==> config.mk <==
export PLATFORM = sky130hd
export DESIGN_NAME = av_menu_overlay_flat
export DESIGN_NICKNAME = d
export VERILOG_FILES = /design/src/rtl/av_menu_overlay_if.sv /design/src/rtl/av_menu_overlay.sv /design/src/flat_wrapper.sv
export SDC_FILE = /design/constraint.sdc
export NUM_CORES = 1
export LEC_CHECK = 0
export ABC_AREA = 1
export CAP_MARGIN = 20
export CORE_MARGIN = 1
export CORE_UTILIZATION = 55
export CTS_BUF_LIST = sky130_fd_sc_hd__clkbuf_2 sky130_fd_sc_hd__clkbuf_4 sky130_fd_sc_hd__clkbuf_8
export DETAILED_ROUTE_END_ITERATION = 6
export GPL_TIMING_DRIVEN = 0
export PLACE_DENSITY = 0.86
export SLEW_MARGIN = 20
export SYNTH_ARGS = -nofsm -noshare
export SYNTH_HDL_FRONTEND = slang
export SYNTH_SLANG_ARGS = --single-unit
==> constraint.sdc <==
create_clock -name clk65 -period 2.9 [get_ports clk65]
set_input_delay 0.58 -clock clk65 [delete_from_list [all_inputs] [get_ports clk65]]
set_output_delay 0.58 -clock clk65 [all_outputs]
set_load 0.01 [all_outputs]
==> src/rtl/av_menu_overlay_if.sv <==
// Bus bundle between the video timing / button logic and the menu overlay.
// The overlay is the slave: it consumes raster position and buttons and
// returns the overlay pixel plus menu status.
interface av_menu_overlay_if #(
   parameter int NUM_ITEMS = 4
);
   localparam int SEL_W = (NUM_ITEMS > 1) ? $clog2(NUM_ITEMS) : 1;

   logic [10:0]      hcount;
   logic [9:0]       vcount;
   logic             show;
   logic             btn_up;
   logic             btn_down;
   logic             btn_sel;
   logic [12:0]      menu_pixel;
   logic             menu_open;
   logic [SEL_W-1:0] sel_index;
   logic             sel_valid;

   modport master (
      output hcount, vcount, show, btn_up, btn_down, btn_sel,
      input  menu_pixel, menu_open, sel_index, sel_valid
   );

   modport slave (
      input  hcount, vcount, show, btn_up, btn_down, btn_sel,
      output menu_pixel, menu_open, sel_index, sel_valid
   );
endinterface

==> src/rtl/av_menu_overlay.sv <==
// Menu overlay for the 1024x768 video path: rectangular panel with a
// vertical open/close wipe advanced once per frame, NUM_ITEMS rows with a
// cursor highlight, button navigation and a one-cycle select pulse.
// Output pixel is {opaque, RGB444}, registered one clock after hcount/vcount.
module av_menu_overlay #(
   parameter int          START_X    = 100,
   parameter int          START_Y    = 50,
   parameter int          WIDTH      = 800,
   parameter int          HEIGHT     = 600,
   parameter int          NUM_ITEMS  = 4,
   parameter int          ITEM_Y0    = 100,
   parameter int          ITEM_H     = 64,
   parameter int          ITEM_X0    = 40,
   parameter int          WIPE_STEP  = 40,
   parameter int          WRAP       = 1,
   parameter logic [11:0] BG_COLOR   = 12'hDDD,
   parameter logic [11:0] ITEM_COLOR = 12'hAAA,
   parameter logic [11:0] HL_COLOR   = 12'h36F
) (
   input  logic                clk65,
   input  logic                reset,
   av_menu_overlay_if.slave    bus
);

   localparam int SEL_W    = (NUM_ITEMS > 1) ? $clog2(NUM_ITEMS) : 1;
   localparam int REV_W    = $clog2(HEIGHT + 1);
   localparam int ITEM_TOP = START_Y + ITEM_Y0;
   localparam int ITEM_BOT = ITEM_TOP + NUM_ITEMS * ITEM_H;
   localparam int ITEM_L   = START_X + ITEM_X0;
   localparam int ITEM_R   = START_X + WIDTH - ITEM_X0;

   typedef enum logic [1:0] {
      HIDDEN   = 2'd0,
      FADE_IN  = 2'd1,
      ACTIVE   = 2'd2,
      FADE_OUT = 2'd3
   } state_t;

   state_t             state_q, state_d;
   logic [REV_W-1:0]   rev_q, rev_d;
   logic [SEL_W-1:0]   cursor_q, cursor_d;
   logic               sel_valid_q, sel_valid_d;
   logic [12:0]        pixel_q, pixel_d;
   logic [31:0]        hl_top_q;
   logic               up_q, dn_q, sel_q;

   logic               frame_tick;
   logic               up_e, dn_e, sel_e;
   logic [31:0]        h_w, v_w;

   // Wipe grows by one step per frame, clamped at the full panel height.
   function automatic logic [REV_W-1:0] wipe_up(input logic [REV_W-1:0] r);
      int s;
      s = int'(r) + WIPE_STEP;
      return (s >= HEIGHT) ? REV_W'(HEIGHT) : REV_W'(s);
   endfunction

   // Wipe shrinks by one step per frame, clamped at zero.
   function automatic logic [REV_W-1:0] wipe_down(input logic [REV_W-1:0] r);
      return (int'(r) <= WIPE_STEP) ? '0 : (r - REV_W'(WIPE_STEP));
   endfunction

   function automatic logic [SEL_W-1:0] cursor_inc(input logic [SEL_W-1:0] c);
      if (c == SEL_W'(NUM_ITEMS - 1)) return (WRAP != 0) ? '0 : c;
      return c + SEL_W'(1);
   endfunction

   function automatic logic [SEL_W-1:0] cursor_dec(input logic [SEL_W-1:0] c);
      if (c == '0) return (WRAP != 0) ? SEL_W'(NUM_ITEMS - 1) : c;
      return c - SEL_W'(1);
   endfunction

   assign frame_tick = (bus.hcount == 11'd0) && (bus.vcount == 10'd0);
   assign up_e       = bus.btn_up   & ~up_q;
   assign dn_e       = bus.btn_down & ~dn_q;
   assign sel_e      = bus.btn_sel  & ~sel_q;
   assign h_w        = 32'(bus.hcount);
   assign v_w        = 32'(bus.vcount);

   // Next-state: wipe sequencing, cursor navigation and select detection.
   always_comb begin
      state_d     = state_q;
      rev_d       = rev_q;
      cursor_d    = cursor_q;
      sel_valid_d = 1'b0;
      case (state_q)
         HIDDEN: begin
            if (bus.show) state_d = FADE_IN;
         end
         FADE_IN: begin
            if (!bus.show) begin
               state_d = FADE_OUT;
            end else if (frame_tick) begin
               rev_d = wipe_up(rev_q);
               if (wipe_up(rev_q) == REV_W'(HEIGHT)) state_d = ACTIVE;
            end
         end
         ACTIVE: begin
            if (!bus.show) state_d = FADE_OUT;
            // A select in the same cycle as a navigation edge wins.
            if (sel_e) begin
               sel_valid_d = 1'b1;
            end else if (up_e && !dn_e) begin
               cursor_d = cursor_dec(cursor_q);
            end else if (dn_e && !up_e) begin
               cursor_d = cursor_inc(cursor_q);
            end
         end
         FADE_OUT: begin
            if (bus.show) begin
               state_d = FADE_IN;
            end else if (frame_tick) begin
               rev_d = wipe_down(rev_q);
               if (wipe_down(rev_q) == '0) state_d = HIDDEN;
            end
         end
         default: state_d = HIDDEN;
      endcase
   end

   // Pixel classification for the current raster position.
   always_comb begin
      pixel_d = '0;
      if (h_w >= START_X && h_w < START_X + WIDTH &&
          v_w >= START_Y && v_w < START_Y + 32'(rev_q)) begin
         pixel_d = {1'b1, BG_COLOR};
         if (h_w >= ITEM_L && h_w < ITEM_R && v_w >= ITEM_TOP && v_w < ITEM_BOT) begin
            if (v_w >= hl_top_q && v_w < hl_top_q + ITEM_H)
               pixel_d = {1'b1, HL_COLOR};
            else
               pixel_d = {1'b1, ITEM_COLOR};
         end
      end
   end

   // State, cursor, pixel and button history registers.
   always_ff @(posedge clk65) begin
      if (reset) begin
         state_q     <= HIDDEN;
         rev_q       <= '0;
         cursor_q    <= '0;
         sel_valid_q <= 1'b0;
         pixel_q     <= '0;
         hl_top_q    <= 32'(ITEM_TOP);
         // Track the live levels so a button held through reset is not an edge.
         up_q        <= bus.btn_up;
         dn_q        <= bus.btn_down;
         sel_q       <= bus.btn_sel;
      end else begin
         state_q     <= state_d;
         rev_q       <= rev_d;
         cursor_q    <= cursor_d;
         sel_valid_q <= sel_valid_d;
         pixel_q     <= pixel_d;
         // Highlight top follows the cursor one clock later.
         hl_top_q    <= 32'(ITEM_TOP) + 32'(cursor_q) * 32'(ITEM_H);
         up_q        <= bus.btn_up;
         dn_q        <= bus.btn_down;
         sel_q       <= bus.btn_sel;
      end
   end

   assign bus.menu_pixel = pixel_q;
   assign bus.menu_open  = (state_q == ACTIVE);
   assign bus.sel_index  = cursor_q;
   assign bus.sel_valid  = sel_valid_q;

endmodule

==> src/flat_wrapper.sv <==
// flat-port wrapper written by rule: the top's interface ports become plain ports
module av_menu_overlay_flat 
#(
   parameter int          START_X    = 100,
   parameter int          START_Y    = 50,
   parameter int          WIDTH      = 800,
   parameter int          HEIGHT     = 600,
   parameter int          NUM_ITEMS  = 4,
   parameter int          ITEM_Y0    = 100,
   parameter int          ITEM_H     = 64,
   parameter int          ITEM_X0    = 40,
   parameter int          WIPE_STEP  = 40,
   parameter int          WRAP       = 1,
   parameter logic [11:0] BG_COLOR   = 12'hDDD,
   parameter logic [11:0] ITEM_COLOR = 12'hAAA,
   parameter logic [11:0] HL_COLOR   = 12'h36F
)
  (clk65, reset, bus_hcount, bus_vcount, bus_show, bus_btn_up, bus_btn_down, bus_btn_sel, bus_menu_pixel, bus_menu_open, bus_sel_index, bus_sel_valid);
  av_menu_overlay_if #(.NUM_ITEMS(NUM_ITEMS)) bus_i ();
  input  logic clk65;
  input  logic reset;
  input wire logic [$bits(bus_i.hcount)-1:0] bus_hcount;
  input wire logic [$bits(bus_i.vcount)-1:0] bus_vcount;
  input wire logic [$bits(bus_i.show)-1:0] bus_show;
  input wire logic [$bits(bus_i.btn_up)-1:0] bus_btn_up;
  input wire logic [$bits(bus_i.btn_down)-1:0] bus_btn_down;
  input wire logic [$bits(bus_i.btn_sel)-1:0] bus_btn_sel;
  output wire logic [$bits(bus_i.menu_pixel)-1:0] bus_menu_pixel;
  output wire logic [$bits(bus_i.menu_open)-1:0] bus_menu_open;
  output wire logic [$bits(bus_i.sel_index)-1:0] bus_sel_index;
  output wire logic [$bits(bus_i.sel_valid)-1:0] bus_sel_valid;
  assign bus_i.hcount = bus_hcount;
  assign bus_i.vcount = bus_vcount;
  assign bus_i.show = bus_show;
  assign bus_i.btn_up = bus_btn_up;
  assign bus_i.btn_down = bus_btn_down;
  assign bus_i.btn_sel = bus_btn_sel;
  assign bus_menu_pixel = bus_i.menu_pixel;
  assign bus_menu_open = bus_i.menu_open;
  assign bus_sel_index = bus_i.sel_index;
  assign bus_sel_valid = bus_i.sel_valid;
  av_menu_overlay #(.START_X(START_X), .START_Y(START_Y), .WIDTH(WIDTH), .HEIGHT(HEIGHT), .NUM_ITEMS(NUM_ITEMS), .ITEM_Y0(ITEM_Y0), .ITEM_H(ITEM_H), .ITEM_X0(ITEM_X0), .WIPE_STEP(WIPE_STEP), .WRAP(WRAP), .BG_COLOR(BG_COLOR), .ITEM_COLOR(ITEM_COLOR), .HL_COLOR(HL_COLOR)) u_core (.clk65(clk65), .reset(reset), .bus(bus_i));
endmodule
== Word level (Yosys, flattened, before mapping) ==
Cells that the tools add are included.
W data, S select, Z words.

* Div/mod/pow operators: 0
* $lt $le $gt $ge: 12
* Eq/ne operators: 15
* Multiply operators: 0
* Reductions and logical operators: 25
* Shift operators: 0
* Muxes and demuxes: 34
* Add/subtract/negate cells: 7
* Bitwise operators: 10

{| class="wikitable"
|+ Operators by type and width
! operator !! number
|-
| $lt A10 B32 Y1 || 2
|-
| $mux W10 || 6
|-
| $add A32 B7 Y32 const B || 1
|-
| $ge A10 B32 Y1 || 1
|-
| $ge A32 B11 Y1 const B || 1
|-
| $mux W2 || 14
|-
| $lt A11 B10 Y1 const B || 2
|-
| $logic_not A10 Y1 || 2
|-
| $pmux W10 S2 || 1
|-
| $mux W13 || 1
|-
| $mux W12 || 1
|-
| $ne A3 B2 Y1 const B || 4
|-
| $add A10 B6 Y11 const B || 1
|-
| $add A6 B10 Y11 const A || 1
|-
| $ge A11 B7 Y1 const B || 1
|-
| $ge A11 B8 Y1 const B || 1
|-
| $logic_not A11 Y1 || 1
|-
| $eq A10 B10 Y1 const B || 1
|-
| $ge A10 B6 Y1 const B || 1
|-
| $ge A10 B8 Y1 const B || 1
|-
| $le A10 B6 Y1 const B || 1
|-
| $logic_and A1 B1 Y1 || 10
|-
| $lt A10 B9 Y1 const B || 1
|-
| $mux W1 || 10
|-
| 19 further kinds || 37
|}

* Latch bits: 0
* Input bits: 27
* Bits in writable memories: 0
* Register bits after elaboration: 63
* ROM bits: 0
* Memories: 0
* Logic and storage cells: 113
* Output and inout port bits: 17

== Logic depth before layout (Yosys ltp) ==
Gate-level depths: netlist (run 1).

* Depth after elaboration: 11
* Gate-level depth with buffers: 16
* Depth with buffers taken out: 16

== Worst setup path before layout (run 1) ==
OpenSTA, ideal clock, no wires.

* Kind: register to register
* From: register u_core.rev_q[4]
* To: register u_core.pixel_q[8] (netlist: u_core.bus.menu_pixel[8])
* Clock period less this slack: 2,095 ps
* Setup slack: 805 ps
* Cell stages (with the launch flop): 12
* Library setup time: 71 ps
* Path buffers: 0
* Data arrival time: 2,024 ps
* Required time: 2,829 ps
* Cell sequence: dfxtp_1 > inv_1 > ha_1 > a21oi_1 > a21oi_1 > xor2_1 > ha_1 > a21oi_1 > o21ai_0 > o21bai_1 > nand3_1 > a21oi_1

* Longest elaborated chain between the ends: 5

{| class="wikitable"
|+ RTL lines
! what !! RTL line !! text
|-
| from (decl) || av_menu_overlay.sv:40 || <nowiki>logic [REV_W-1:0] rev_q, rev_d;</nowiki>
|-
| from (signal assigned) || av_menu_overlay.sv:151 || <nowiki>rev_q <= rev_d;</nowiki>
|-
| $add A6 B10 Y11 || av_menu_overlay.sv:125 || <nowiki>v_w >= START_Y && v_w < START_Y + 32'(rev_q)) begin</nowiki>
|-
| $lt A10 B32 Y1 || av_menu_overlay.sv:125 ||
|-
| $logic_and A1 B1 Y1 || av_menu_overlay.sv:125 ||
|-
| $not A1 Y1 (no source line) || n/a ||
|-
| $reduce_or A2 Y1 (no source line) || n/a ||
|-
| to (signal assigned) || av_menu_overlay.sv:154 || <nowiki>pixel_q <= pixel_d;</nowiki>
|-
| to (decl) || av_menu_overlay.sv:43 || <nowiki>logic [12:0] pixel_q, pixel_d;</nowiki>
|}

Every way passes these cells.
A chain may end at the register's enable or synchronous reset.

== Worst setup path in the final report (run 1) ==
Same ends and word-level chain as after synthesis.

==> summary.md, run 1 <==
| Metric | Value |
|---|---|
| Status | completed |
| DR vias | 2512 |
| Sw frac | 0.311 |
| Ant. Diodes | 0 |
| Residual DRC | 0 |
| Seq pwr share | 0.383 |
| Postcts setup bufs | 0 |
| Worst hold path type | reg -> reg |
| DP HPWL | 4680 um |
| TNS Setup | 0 ns |
| Critical path fanouts, max | 7 |
| Drt total wl | 5930 um |
| Synth unique cells | 38 |
| Number of synthesized flops with an enable pin | 0 |
| GR Overflow Total | 0 |
| Placed inst area | 0.00298 sq mm |
| Syn Std Cell Area | 0.00248 sq mm |
| Drt first pass iters | 4 |
| Largest delay share family, worst path | compound AO/OA/AOI/OAI gates |
| Pwr dens | 342 mW/mm^2 |
| Clk pwr share | 0.298 |
| Top Ports | 44 |
| Sw power | 324 uW |
| Vias in the first global route | 2384 |
| Logic pwr share | 0.319 |
| Initial Util | 0.570 |
| Clock slew at reported path FFs | 0.10 ns |
| Core Footprint | 0.00435 sq mm |
| Final std cell area, no fill | 0.00305 sq mm |
| Clock skew | 0.0113 ns |
| Critical Path RT | 3.12 ns |
| Die Ht | 69.2 um |
| Port bufs | 43 |
| GPL Wtd Cong | 0.942 |
| Synth Warn # | 0 |
| Max stage delay on crit path | 0.45 ns |
| Top-count cell post-synth | nand2_1 |
| Slew Limit Fails | 0 |
| Max H-tree Level | 1 |
| Period utilization | 0.831 |
| Synth area leader | dfxtp_1 |
| Post-synthesis sequential area ratio | 0.210 |
| Share of the synthesized area in the top cell type | 0.210 |
| Maximum clock rate | 0.415 GHz |
| Slowest CP cell | dfxtp_1 |
| Initial DRC Count | 95 |
| Mean Syn Cell Area | 6.80 sq um |
| #FFs+latches synth | 26 |
| RSZ-0062 raised after global routing | false |
| Setup violators final | 0 |
| Sink Count | 26 |
| Clk_lat worst skew | 0.28 ns |
| Detail Route Antenna Nets | 0 |
| CP arrival | 2.63 ns |
| Most used cell, CP | a21oi_1 |
| Buf/Inv on CP | 1 |
| Synth Flop Type | dfxtp_1 |
| Post-layout minimum cycle time | 2.41 ns |
| Most instantiated cells after synthesis | nand2_1, inv_1, nor2_1, nand3_1, ha_1 |
| Layout Nets | 470 |
| Die width | 69.2 um |
| GRT Util Overall | 0.253 |
| Area contributors post-synth | dfxtp_1, ha_1, nand2_1, inv_1, nand3_1 |
| Syn Nets | 422 |
| CTS buffer count | 3 |
| Drt via density | 5.41 |
| Initial antenna violation count | 0 |
| CP Capture Type | flop |
| Worst Tran Pin Value | 0.417 ns |
| Core Rows | 24 |
| CTS max path bufs | 2 |
| Cells resized by post-CTS repair | 0 |
| Cell leakage power | 0.00141 uW |
| CTS Hold Buffers Added | 0 |
| Largest net degree at the start of global routing | 16 |
| CTS tree | done |
| Final Hold Viols | 0 |
| Slew HR | 0.722 |
| Worst vdd ir | 0.377 mV |
| Worst-path cell chain | inv_1, ha_1, a21oi_1, a21oi_1, xor2_1, ha_1, a21oi_1, o21ai_0, o21bai_1, nand3_1, a21oi_1 |
| Layout cell share with drive strength beyond 1 | 0.129 |
| Crit Path Class | reg -> reg |
| Root Buffer | clkbuf_8 |
| Full die area | 0.00478 sq mm |
| Area Overhead vs Synth | 22.8% |
| Asr flop ratio synth | 0 |
| Cells after synthesis | 365 |
| MaxCap Viol Count | 0 |
| FILL cells | 367 |
| First-pass GRT wire length | 10100 um |
| Avg WL per Cell | 12.8 um |
| Int Pwr | 719 uW |
| Setup crit start kind | flop |
==> per-layer routing <==
metal  share of wire  GRT usage
met1            0.43      0.301
met2            0.50      0.476
met3           0.063     0.0439
met4           0.011     0.0408
met5               0          0
==> state kept, by name (all words and copies together) (netlist names) <==
register	flops
u_core.bus.sel_valid	1
u_core.state_q	2
u_core.dn_q	1
u_core.bus.sel_index	2
u_core.bus.menu_pixel	5
u_core.hl_top_q	3
u_core.up_q	1
u_core.sel_q	1
u_core.rev_q	10
==> power by group through the flow <==
stage / Sequential [uW] / Clock [uW] / Combinational [uW]
2_1_floorplan: 407 / 0 / 210
3_3_place_gp: 407 / 0 / 313
3_5_place_dp: 409 / 0 / 329
4_1_cts: 400 / 313 / 332
5_1_grt: 405 / 327 / 378
6_report: 400 / 311 / 333
==> worst reg2reg max path, stage by stage (launching register included) <==
cell      delay [ns]
dfxtp_1         0.45
inv_1           0.15
ha_1            0.23
a21oi_1         0.21
a21oi_1         0.13
xor2_1          0.16
ha_1            0.30
a21oi_1         0.15
o21ai_0         0.10
o21bai_1        0.14
nand3_1         0.18
a21oi_1         0.15
==> placed cells by master (no fill, tap or decap), types with 2 or more instances in the layout <==
master / instances
a211oi_1: 3
a21oi_1: 20
a31oi_1: 7
buf_2: 2
buf_4: 10
buf_6: 2
clkbuf_8: 3
clkdlybuf4s50_1: 43
dfxtp_1: 26
ha_1: 30
inv_1: 48
inv_2: 3
nand2_1: 59
nand2_2: 8
nand2_4: 4
nand3_1: 32
nand3_2: 5
nand4_1: 3
nor2_1: 36
nor2_2: 6
nor2_4: 2
nor3_1: 7
o21ai_0: 26
o22ai_1: 2
xnor2_1: 4
xor2_1: 6
==> stage by stage <==
stage | utilization | hold slack, ns | worst slack [ns] | std cells | power (uW)
6_report | 0.700 | 0.428 | 0.489 | 464 | 1040
3_5_place_dp | 0.684 | 0.419 | 0.412 | 460 | 738
5_1_grt | 0.700 | 0.476 | 0.229 | 464 | 1110
4_1_cts | 0.700 | 0.433 | 0.482 | 464 | 1050
3_3_place_gp | 0.684 | 0.403 | 0.446 | 460 | 720
2_1_floorplan | - | 0.391 | 0.805 | 365 | 618
==> worst paths after layout <==
check	startpoint	endpoint	slack [ns]	depth (start not counted)
worst min register to register	u_core.sel_q	u_core.bus.sel_valid	0.43	1
worst min-delay path	u_core.sel_q	u_core.bus.sel_valid	0.43	1
worst max-delay path	u_core.rev_q[4]	u_core.bus.menu_pixel[8]	0.49	11
worst max register to register	u_core.rev_q[4]	u_core.bus.menu_pixel[8]	0.49	11
==> cells by family (layout without fill, tap and decap cells) <==
group,after synthesis,in the layout,synth area share
simple gates,165,165,0.322
compound gates,64,64,0.148
buf+inv,70,117,0.134
fa+ha+maj,30,30,0.151
flops,26,26,0.210
xor+xnor,10,10,0.0353
==> area by class of cell <==
type,count,area (sq um),area share
clock inverter,1,30.0,0.00985
sequential,26,520,0.171
timing repair buffer,43,430,0.141
clock buffer,3,41.3,0.0135
buffer,16,116,0.0382
multi-input combinational,269,1630,0.534
inverter,54,215,0.0706
tap,52,65.1,0.0213
Power figures use the tool's default switching activity.
==> run 2: changes to the inputs <==
Clock period 2.9 ns to 2.5 ns, I/O delays scaled along.
==> run 2 against run 1 <==
  * Combinational power grew 16%
  * Flip-flop and latch count is the same
  * First-iteration DRC count grew 13%
  * Total power grew 15%
  * Clock power grew 14%
  * Worst hold slack gained 0.013 ns
  * Register-to-register slack lost 0.25 ns
  * Non-clock buffer count is the same
  * Largest power group unchanged
  * Worst setup slack lost 0.25 ns
  * Sequential power grew 16%
  * Clock skew is essentially flat
==> summary.md, run 2 (synthesized netlist as in run 1, its figures left out) <==
| Metric | Value |
|---|---|
| GPL Wtd Cong | 0.942 |
| Worst Tran Pin Value | 0.398 ns |
| Sink Count | 26 |
| Logic pwr share | 0.320 |
| Postcts setup bufs | 0 |
| CP arrival | 2.48 ns |
| Most used cell, CP | a21oi_1 |
| Die Ht | 69.2 um |
| Initial DRC Count | 107 |
| Root Buffer | clkbuf_8 |
| Drt via density | 5.42 |
| Largest delay share family, worst path | compound AO/OA/AOI/OAI gates |
| Max H-tree Level | 1 |
| MaxCap Viol Count | 0 |
| Slew Limit Fails | 0 |
| Clock slew at reported path FFs | 0.10 ns |
| Largest net degree at the start of global routing | 16 |
| Critical path fanouts, max | 7 |
| Setup WS pre-CTS | 0.0924 ns |
| Critical Path RT | 2.72 ns |
| Initial antenna violation count | 0 |
| Core Rows | 24 |
| Setup crit start kind | flop |
| Cell leakage power | 0.00142 uW |
| Max stage delay on crit path | 0.41 ns |
| Worst vdd ir | 0.432 mV |
| Core Footprint | 0.00435 sq mm |
| Slew HR | 0.735 |
| Full die area | 0.00478 sq mm |
| Most frequent cells in the layout | nand2_1, inv_1, clkdlybuf4s50_1, nor2_1, nand3_1 |
| Worst hold path type | reg -> reg |
| Avg WL per Cell | 12.8 um |
| Int Pwr | 834 uW |
| CTS Hold Buffers Added | 0 |
| Final worst slack | 0.235 ns |
| GRT Util Overall | 0.253 |
| Residual DRC | 0 |
| Worst-path cell chain | inv_1, ha_1, a21oi_2, a21oi_1, xor2_1, ha_1, a21oi_1, o21ai_0, o21bai_1, nand3_1, a21oi_1 |
| Crit Path Class | reg -> reg |
| Post-layout minimum cycle time | 2.26 ns |
| Buf/Inv on CP | 1 |
| Vias in the first global route | 2384 |
| Layout cell share with drive strength beyond 1 | 0.138 |
| Dpl cells | 460 |
| Ant. Diodes | 0 |
| Clock skew | 0.0111 ns |
| Die width | 69.2 um |
| Detail Route Antenna Nets | 0 |
| Top Ports | 44 |
| Drt total wl | 5940 um |
| CTS tree | done |
| Layout Nets | 470 |
| Max reg flops | 10 |
| Area Overhead vs Synth | 23.1% |
| Maximum clock rate | 0.442 GHz |
| CP Capture Type | flop |
| Final Hold Viols | 0 |
| Sw power | 370 uW |
| Sw frac | 0.308 |
| DR vias | 2513 |
| CTS max path bufs | 2 |
| Most common cell after layout, fill and taps aside | nand2_1 |
| Slowest CP cell | dfxtp_2 |
| Non-filler cells, final | 464 |
| Clk_lat worst skew | 0.28 ns |
| Core Util, Final | 0.702 |
| Drt first pass iters | 5 |
| R2r setup slk | 0.24 ns |
| Seq pwr share | 0.385 |
| Period utilization | 0.906 |
| Port bufs | 43 |
| CTS buffer count | 3 |
| Pwr dens | 394 mW/mm^2 |
| Top reg by flops | u_core.rev_q |
| Status | completed |
| DP HPWL | 4680 um |
| TNS Setup | 0 ns |
| Setup violators final | 0 |
| RSZ-0062 raised after global routing | false |
| First-pass GRT wire length | 10100 um |
| Initial Util | 0.570 |
| GR Overflow Total | 0 |
| Clk pwr share | 0.294 |
## run 2: changes by cell type in the layout (fill, tap and decap cells not counted)
cell / delta
a21oi_1: -1
a21oi_2: +1
dfxtp_2: +3
dfxtp_1: -3
## run 2: timing repair
action,in CTS,in global routing
hold endpoints to repair,0,0
setup endpoints to repair,0,5
gates resized for setup,0,4
## run 2: per-layer routing
metal  global-route usage  part of all wire
met1                0.301              0.42
met4               0.0408             0.013
met2                0.476              0.50
met5                    0                 0
met3               0.0439             0.068
## run 2: power groups by stage
stage / logic, uW / registers [uW] / clock network [uW]
2_1_floorplan: 244 / 472 / 0
3_3_place_gp: 363 / 472 / 0
3_5_place_dp: 382 / 474 / 0
4_1_cts: 385 / 464 / 363
5_1_grt: 438 / 469 / 380
6_report: 386 / 464 / 354
## run 2: cell type report
| type | instances | area, sq um |
|---|---|---|
| fillers | 366 | 1300 |
| plain buffers | 16 | 116 |
| flip-flops and latches | 26 | 524 |
| clock buffers | 3 | 41.3 |
| multi-input cells | 269 | 1630 |
| well taps | 52 | 65.1 |
| inverters | 54 | 215 |
| repair buffers | 43 | 430 |
| clock inverters | 1 | 30.0 |
## run 2: final timing paths
| path | start | to | cells after the start |
|---|---|---|---|
| worst max-delay path | u_core.rev_q[4] | u_core.bus.menu_pixel[8] | 11 |
| worst min-delay path | u_core.sel_q | u_core.bus.sel_valid | 1 |
| worst max register to register | u_core.rev_q[4] | u_core.bus.menu_pixel[8] | 11 |
| worst min register to register | u_core.sel_q | u_core.bus.sel_valid | 1 |
## run 2: through the flow
stage | cell area (sq um) | total power [uW] | hold WS, ns
after floorplan | 2480 | 716 | 0.391
after global placement | 2980 | 835 | 0.403
after detailed placement | 2980 | 856 | 0.419
after CTS | 3050 | 1210 | 0.433
after global routing | 3060 | 1290 | 0.476
final | 3060 | 1200 | 0.441
==> run 3: changes to the inputs <==
Settings changed: SLEW_MARGIN 20 to 25.
==> results of run 3 <==
Same layout as run 2: the final DEF is identical, and so are final timing and power.
